## config.mk

```make
export PLATFORM = sky130hd
export DESIGN_NAME = uart_word_receiver
export DESIGN_NICKNAME = d
export VERILOG_FILES = /design/src/rtl/uart_word_receiver.sv
export SDC_FILE = /design/constraint.sdc
export NUM_CORES = 1
export LEC_CHECK = 0
export BUFFER_PORTS_ARGS = -buffer_cell sky130_fd_sc_hd__buf_4
export CORE_UTILIZATION = 40
export DETAILED_ROUTE_END_ITERATION = 16
export MAX_ROUTING_LAYER = met4
export PLACE_DENSITY = 0.57
export SYNTH_ARGS = -nofsm -noshare
export SYNTH_HDL_FRONTEND = slang
export SYNTH_SLANG_ARGS = --single-unit
```

## constraint.sdc

```tcl
create_clock -name clk -period 4.08 [get_ports clk]
set_input_delay 1.02 -clock clk [delete_from_list [all_inputs] [get_ports clk]]
set_output_delay 1.02 -clock clk [all_outputs]
set_load 0.1 [all_outputs]
```

## src/rtl/uart_word_receiver.sv

```systemverilog
// Oversampling UART receiver that packs the low nibbles of four frames into a 16-bit word.
// Optional UART_RX_PARITY_EN adds an even parity bit per frame (8E1); otherwise frames are 8N1.
`timescale 1ns/1ps
module uart_word_receiver #(
  parameter int unsigned DIV0     = 10417,
  parameter int unsigned DIV1     = 2604,
  parameter int unsigned DIV2     = 651,
  parameter int unsigned DIV3     = 326,
  parameter int unsigned DIV4     = 163,
  parameter int unsigned DIV5     = 81,
  parameter int unsigned DIV6     = 54,
  parameter int unsigned DIV7     = 27,
  parameter int unsigned GAP_BITS = 32
) (
  input  logic        clk,
  input  logic        reset,
  input  logic [2:0]  baud_select,
  input  logic        rx_en,
  input  logic        RxD,
  output logic [15:0] word,
  output logic        word_valid,
  output logic        perror,
  output logic        ferror,
  output logic        busy
);

  // state    | meaning
  // S_IDLE   | waiting for a falling edge on the synchronized line
  // S_START  | timing to the start-bit centre to reject glitches
  // S_DATA   | sampling 8 data bits, LSB first
  // S_PARITY | sampling the even parity bit (parity builds only)
  // S_STOP   | sampling the stop bit and committing the nibble
`ifdef UART_RX_PARITY_EN
  typedef enum logic [2:0] {S_IDLE, S_START, S_DATA, S_PARITY, S_STOP} state_t;
  localparam state_t S_AFTER_DATA = S_PARITY;
`else
  typedef enum logic [2:0] {S_IDLE, S_START, S_DATA, S_STOP} state_t;
  localparam state_t S_AFTER_DATA = S_STOP;
`endif

  localparam int unsigned GAP_TICKS = GAP_BITS * 16;
  localparam int unsigned GW        = $clog2(GAP_TICKS + 1);

  state_t state_q, state_d;
  logic rxd_meta_q, rxd_meta_d, rxd_sync_q, rxd_sync_d, rxd_prev_q, rxd_prev_d;
  logic [2:0]  baud_q, baud_d;
  logic [15:0] tick_cnt_q, tick_cnt_d;
  logic [3:0]  samp_cnt_q, samp_cnt_d;
  logic [2:0]  bit_cnt_q, bit_cnt_d;
  logic [7:0]  shift_q, shift_d;
  logic        par_err_q, par_err_d;
  logic [1:0]  idx_q, idx_d;
  logic [11:0] staging_q, staging_d;
  logic [GW-1:0] gap_cnt_q, gap_cnt_d;
  logic [15:0] word_q, word_d;
  logic        word_valid_q, word_valid_d, perror_q, perror_d, ferror_q, ferror_d;
  logic        start_det, tick, sample;
  logic [15:0] div_val;

  function automatic logic [15:0] div_of(input logic [2:0] sel);
    case (sel)
      3'd0:    return 16'(DIV0);
      3'd1:    return 16'(DIV1);
      3'd2:    return 16'(DIV2);
      3'd3:    return 16'(DIV3);
      3'd4:    return 16'(DIV4);
      3'd5:    return 16'(DIV5);
      3'd6:    return 16'(DIV6);
      default: return 16'(DIV7);
    endcase
  endfunction

  // The rate is only frozen while a frame is in flight; idle ticks feed the gap timer.
  assign div_val   = div_of((state_q == S_IDLE) ? baud_select : baud_q);
  assign start_det = (state_q == S_IDLE) && rx_en && rxd_prev_q && !rxd_sync_q;
  assign tick      = (tick_cnt_q == 16'd0);
  assign sample    = (state_q != S_IDLE) && tick && (samp_cnt_q == 4'd0);

  always_ff @(posedge clk) begin
    if (reset) state_q <= S_IDLE;
    else       state_q <= state_d;
  end

  always_comb begin
    state_d = state_q;
    case (state_q)
      S_IDLE:   if (start_det) state_d = S_START;
      S_START:  if (sample) state_d = rxd_sync_q ? S_IDLE : S_DATA;
      S_DATA:   if (sample && bit_cnt_q == 3'd7) state_d = S_AFTER_DATA;
`ifdef UART_RX_PARITY_EN
      S_PARITY: if (sample) state_d = S_STOP;
`endif
      S_STOP:   if (sample) state_d = S_IDLE;
      default:  state_d = S_IDLE;
    endcase
    if (!rx_en) state_d = S_IDLE;
  end

  always_comb begin
    busy       = (state_q != S_IDLE);
    word       = word_q;
    word_valid = word_valid_q;
    ferror     = ferror_q;
`ifdef UART_RX_PARITY_EN
    perror     = perror_q;
`else
    perror     = 1'b0;
`endif
  end

  always_comb begin
    rxd_meta_d   = RxD;
    rxd_sync_d   = rxd_meta_q;
    rxd_prev_d   = rxd_sync_q;
    baud_d       = baud_q;
    tick_cnt_d   = (start_det || tick) ? div_val - 16'd1 : tick_cnt_q - 16'd1;
    samp_cnt_d   = samp_cnt_q;
    bit_cnt_d    = bit_cnt_q;
    shift_d      = shift_q;
    par_err_d    = par_err_q;
    idx_d        = idx_q;
    staging_d    = staging_q;
    gap_cnt_d    = '0;
    word_d       = word_q;
    word_valid_d = 1'b0;
    perror_d     = 1'b0;
    ferror_d     = 1'b0;

    if (state_q != S_IDLE && tick) samp_cnt_d = (samp_cnt_q == 4'd0) ? 4'd15 : samp_cnt_q - 4'd1;

    if (state_q == S_IDLE && idx_q != 2'd0) begin
      gap_cnt_d = gap_cnt_q;
      if (tick) begin
        if (gap_cnt_q == GW'(GAP_TICKS - 1)) begin
          gap_cnt_d = '0;
          idx_d     = 2'd0;
        end else begin
          gap_cnt_d = gap_cnt_q + GW'(1);
        end
      end
    end

    if (start_det) begin
      baud_d     = baud_select;
      samp_cnt_d = 4'd7;
      gap_cnt_d  = '0;
    end

    if (sample) begin
      case (state_q)
        S_START: begin
          bit_cnt_d = 3'd0;
          par_err_d = 1'b0;
        end
        S_DATA: begin
          shift_d   = {rxd_sync_q, shift_q[7:1]};
          bit_cnt_d = bit_cnt_q + 3'd1;
        end
`ifdef UART_RX_PARITY_EN
        S_PARITY: par_err_d = rxd_sync_q ^ (^shift_q);
`endif
        S_STOP: begin
          if (!rxd_sync_q) begin
            ferror_d = 1'b1;
            idx_d    = 2'd0;
          end else if (par_err_q) begin
            perror_d = 1'b1;
            idx_d    = 2'd0;
          end else begin
            case (idx_q)
              2'd0: staging_d[11:8] = shift_q[3:0];
              2'd1: staging_d[7:4]  = shift_q[3:0];
              2'd2: staging_d[3:0]  = shift_q[3:0];
              default: begin
                word_d       = {staging_q, shift_q[3:0]};
                word_valid_d = 1'b1;
              end
            endcase
            idx_d = idx_q + 2'd1;
          end
        end
        default: ;
      endcase
    end

    if (!rx_en) begin
      idx_d        = 2'd0;
      gap_cnt_d    = '0;
      word_valid_d = 1'b0;
      perror_d     = 1'b0;
      ferror_d     = 1'b0;
    end
  end

  always_ff @(posedge clk) begin
    if (reset) begin
      rxd_meta_q   <= 1'b1;
      rxd_sync_q   <= 1'b1;
      rxd_prev_q   <= 1'b1;
      baud_q       <= 3'd0;
      tick_cnt_q   <= 16'd0;
      samp_cnt_q   <= 4'd0;
      bit_cnt_q    <= 3'd0;
      shift_q      <= 8'd0;
      par_err_q    <= 1'b0;
      idx_q        <= 2'd0;
      staging_q    <= 12'd0;
      gap_cnt_q    <= '0;
      word_q       <= 16'd0;
      word_valid_q <= 1'b0;
      perror_q     <= 1'b0;
      ferror_q     <= 1'b0;
    end else begin
      rxd_meta_q   <= rxd_meta_d;
      rxd_sync_q   <= rxd_sync_d;
      rxd_prev_q   <= rxd_prev_d;
      baud_q       <= baud_d;
      tick_cnt_q   <= tick_cnt_d;
      samp_cnt_q   <= samp_cnt_d;
      bit_cnt_q    <= bit_cnt_d;
      shift_q      <= shift_d;
      par_err_q    <= par_err_d;
      idx_q        <= idx_d;
      staging_q    <= staging_d;
      gap_cnt_q    <= gap_cnt_d;
      word_q       <= word_d;
      word_valid_q <= word_valid_d;
      perror_q     <= perror_d;
      ferror_q     <= ferror_d;
    end
  end

endmodule

```

; Yosys cells after proc, flatten, opt, wreduce, memory -nomap -nowiden
; Cells that the tools add are included.
[totals]
input_bits = 7
word_cells = 100
regBits = 82
out_inout_bits = 20
[op_classes]
n_reduce_logical = 31
mux = 22
n_eq_ne = 17
bitwise = 6
add_sub_neg = 6
[op_table]
columns = cell, count
row1 = $pmux 14 s7, 1
row2 = $sub 16x1->16 const B, 2
row3 = $mux 3, 7
row4 = $reduce_and 4->1, 5
row5 = $logic_not 16->1, 1
row6 = $mux 16, 1
row7 = $mux 2, 7
row8 = $eq 3x2->1 const B, 4
row9 = $eq 3x3->1 const B, 4
row10 = $pmux 3 s4, 1
row11 = $add 10x1->10 const B, 1
row12 = $eq 10x9->1 const B, 1
row13 = $mux 10, 1
row14 = $ne 2x2->1 const B, 4
row15 = $reduce_or 4->1, 2
row16 = $logic_and 1x1->1, 7
row17 = $eq 3x1->1 const B, 2
row18 = $logic_not 3->1, 2
row19 = $not 1->1, 6
row20 = $pmux 3 s2, 1
row21 = $reduce_bool 2->1, 3
row22 = $reduce_or 5->1, 1
row23 = $logic_not 4->1, 1
row24 = $mux 4, 1
row25 = 13 further kinds, 16

; Logic depth before layout (Yosys ltp)
[logic_depth]
depth_word = 6
ltp_mapped = 13
mapped_depth_nobuf = 12

; Worst setup path before layout
; No wires, ideal clock.
[synth_timing]
kind = in2reg
startpoint = input rx_en
endpoint = register tick_cnt_q[10]
arrival_ns = 3.060
required_time_ns = 3.952
setup_ns = 0.128
path_slack_ns = 0.893
n_path_buf = 2
stages = 10
cell_sequence = and4b_1 -> clkbuf_1 -> a21oi_1 -> clkbuf_1 -> a21oi_1 -> ha_1 -> nand3_1 -> or4_1 -> xnor2_1 -> nor2_1
[synth_via]
elab_chain_len = 5
[synth_lines]
columns = item, line
row1 = from (decl), 18  ; input logic rx_en,
row2 = $logic_and 1x1->1 (3 in series), 75  ; assign start_det = (state_q == S_IDLE) && rx_en && rxd_prev_q && !rxd_sync_q;
row3 = $logic_or 1x1->1, 116  ; tick_cnt_d = (start_det || tick) ? div_val - 16'd1 : tick_cnt_q - 16'd1;
row4 = $mux 16, 116
row5 = to (signal assigned), 218  ; tick_cnt_q <= tick_cnt_d;
row6 = to (decl), 47  ; logic [15:0] tick_cnt_q, tick_cnt_d;
; No other way between the ends.
; A chain may end at the register's enable or synchronous reset.

; Final worst setup path
[layout_timing]
startpoint = register tick_cnt_q[1]
endpoint = register tick_cnt_q[10]
[layout_via]
elab_chain_len = 3
word_cells_on_any_way = 4
cone_classes = add/sub: 1 / mux: 1 / reduce/logical: 2
[layout_lines]
columns = item, line
row1 = branches (longest 2 deep; another with $sub 16x1->16), -
row2 = $mux 16 (*), 116
; Every way passes the cells marked *.

==> metrics.txt <==
status complete, no violations; DRC errors left 0; number of distinct standard cells referenced by the synthesized netlist 57; cell area power density 575 nW/um2; starting utilization of the core area 41.7%; placer's final routability congestion estimate 0.918; vias in the first global route 2984; area share of the largest cell type after synthesis 41.6%; startpoint of the most critical register-to-register path tick_cnt_q[1]; total of warnings raised by yosys 0; leading cell types in the layout, fill and taps excluded 81 x dfxtp_1, 71 x nand2_1, 49 x a21oi_1, 43 x nor2_1, 32 x buf_4; first-iteration detailed-routing DRC count 134; Crit Path Category reg2reg; number of failing setup endpoints in the final timing report 0; start point of the worst min-delay path rxd_meta_q; Die Footprint 10100 um2; worst-path fanout max 11; post-route worst hold slack 416 ps; number of port buffers 25; detailed placement HPWL 6.29 mm; average instance area after synthesis 8.43 um2; number of standard cells in the final layout excluding fillers 614; leading post-synthesis cells by cell area dfxtp_1 42%, nand2_1 6.8%, a21oi_1 6.3%; maximum capacitance violations 0; Post CTS Setup Buffer Count 0; final worst path period share 87.8%; Pins Over Slew Limit 0; setup repair after global routing missed its margin false; largest net degree at the start of global routing 65; IR drop worst, VDD 417 uV; Worst-Margin Slew 750 ps; Area growth syn-to-layout 13.4%; share of synthesized area occupied by flip-flops and latches 41.6%; cell depth of the worst min-delay path 1; minimum setup slack in the final design 499 ps; endpoint of the most critical register-to-register path tick_cnt_q[10]; crit path launch type register; final total power 0.00254 W; CTS tree yes; remaining global-route overflow 0; initial antenna violation count 0; Worst Hold Endpoint rxd_prev_d; number of cells in the design after placement 598; share of post-route cells with drive strength above 1 13.6%; # fillers 903; hold buffer count at cts 0; first-pass GRT wire length 14.8 mm; highest attainable clock frequency 279 MHz; top-level port count 27; Clk pin slew, worst setup/hold paths 90 ps; Synth Cell Area 3890 um2; clock sinks 81; Tightest Hold Check Type reg2reg; total track usage 19.2%; Sequential cell area 1620 um2; share of flip-flops with an asynchronous set or reset after synthesis 0%; row count 35; data required time at the worst endpoint 4310 ps; CTS-repair resized insts 0; ratio of routed vias to standard cells 5.36; total number of vias 3292; most common cell after layout, fill and taps aside dfxtp_1; leakage power figure 1.67 nW; number of cell instances on the worst register-to-register path 10; final WL 8.98 mm; footprint of the multi-input gates 2100 um2; min Tclk post-route 3580 ps; cell type with the highest aggregate area in the netlist dfxtp_1; Synth Instances 462; Most used DFF post-synth dfxtp_1; synthesized netlist net count 482; aggregate negative setup slack 0 ps; number of nets with antenna violations after routing 0; Critical Path End Type register; Worst slew margin 49.5%; flop-to-flop setup slack 500 ps; Pre-Repair DR Iteration Count 4; flip-flop and latch count after synthesis 81; EDFF count, synth 0; dpl ws 559 ps; buffer type at the clock tree root clkbuf_8; ant diodes 0; Clock Skew 9.32 ps; Final Hold Viols 0; insertion delay of the later-clocked pin in the worst-skew pair 350 ps; number of nets in the layout 500; die height 101 um; total number of H-tree levels 3; WL/cell 14.6 um; Num CTS Buffers 9; Data arrival, critical path 3810 ps; die extent in x 101 um; Max Buffers Root-to-Sink 2; standard cell core area 9330 um2
-- how the worst max path moves through the flow --
stage	start	end	slack [ps]
6_report	tick_cnt_q[1]	tick_cnt_q[10]	500
2_1_floorplan	rx_en	tick_cnt_q[10]	890
3_3_place_gp	baud_select[2]	tick_cnt_q[10]	620
3_5_place_dp	baud_select[2]	tick_cnt_q[10]	560
5_1_grt	tick_cnt_q[1]	tick_cnt_q[10]	260
4_1_cts	tick_cnt_q[1]	tick_cnt_q[10]	530
-- area by class of cell --
class                      count  area share (%)
clock buffer                   9            2.80
clock inverter                 7            2.80
inverter                      11           0.935
multi-input combinational    345            47.6
sequential                    81            36.7
tap                          129            3.65
timing repair buffer          32            5.44
-- cells by family after synthesis --
| logic type | Yosys count | share of synthesized area (%) |
|---|---|---|
| flops | 81 | 41.6 |
| compound gates | 86 | 13.8 |
| mux | 23 | 6.04 |
| fa+ha+maj | 13 | 4.18 |
| buf+inv | 36 | 4.31 |
| simple gates | 203 | 25.6 |
| other cells | 1 | 0.0963 |
| xor+xnor | 19 | 4.27 |
-- stage by stage --
stage	utilization, %	area (um2)
floorplan	-	3890
global placement	44.7	4170
detailed placement	44.7	4170
CTS	47.4	4420
global route	47.4	4420
finish	47.4	4420
-- worst max-delay path: stages, from the launching register on --
cell     delay, ps
dfxtp_1        340
or4_1          700
or2_1          460
o21ai_4        370
nand3_1        110
o21ai_0        100
ha_1           340
nand3_1        240
or4_1          550
xnor2_1        190
nor2_1          50
-- cells in the mapped netlist (11+ instances only) --
library cell,n
mux2i_1,19
clkbuf_1,13
a211oi_1,11
inv_1,11
nand3_1,18
ha_1,13
nand2_1,71
nor2_1,43
nand4_1,12
xnor2_1,14
dfxtp_1,81
a21oi_1,49
-- sequential cells by signal, indices dropped and copies added (netlist names) --
name	cells
samp_cnt_q	4
word_valid	1
rxd_prev_q	1
shift_q	8
idx_q	2
word	16
state_q	2
bit_cnt_q	3
staging_q	12
rxd_prev_d	1
gap_cnt_q	10
rxd_meta_q	1
baud_q	3
ferror	1
tick_cnt_q	16
-- metal layers --
metal	vias up	GRT usage (%)	routed length [um]
li1	1662	-	-
met4	0	7.02	129
met1	1546	25.4	4450
met3	14	4.44	346
met2	70	28.7	4050
met5	-	-	0
-- power breakdown --
group	leakage (nW)	internal [W]	switching, W
Combinational	0.897	0.000319	0.000573
Sequential	0.656	0.000857	0.0000604
Clock	0.121	0.000413	0.000316
Note: power is estimated with default switching activity, not from simulation.
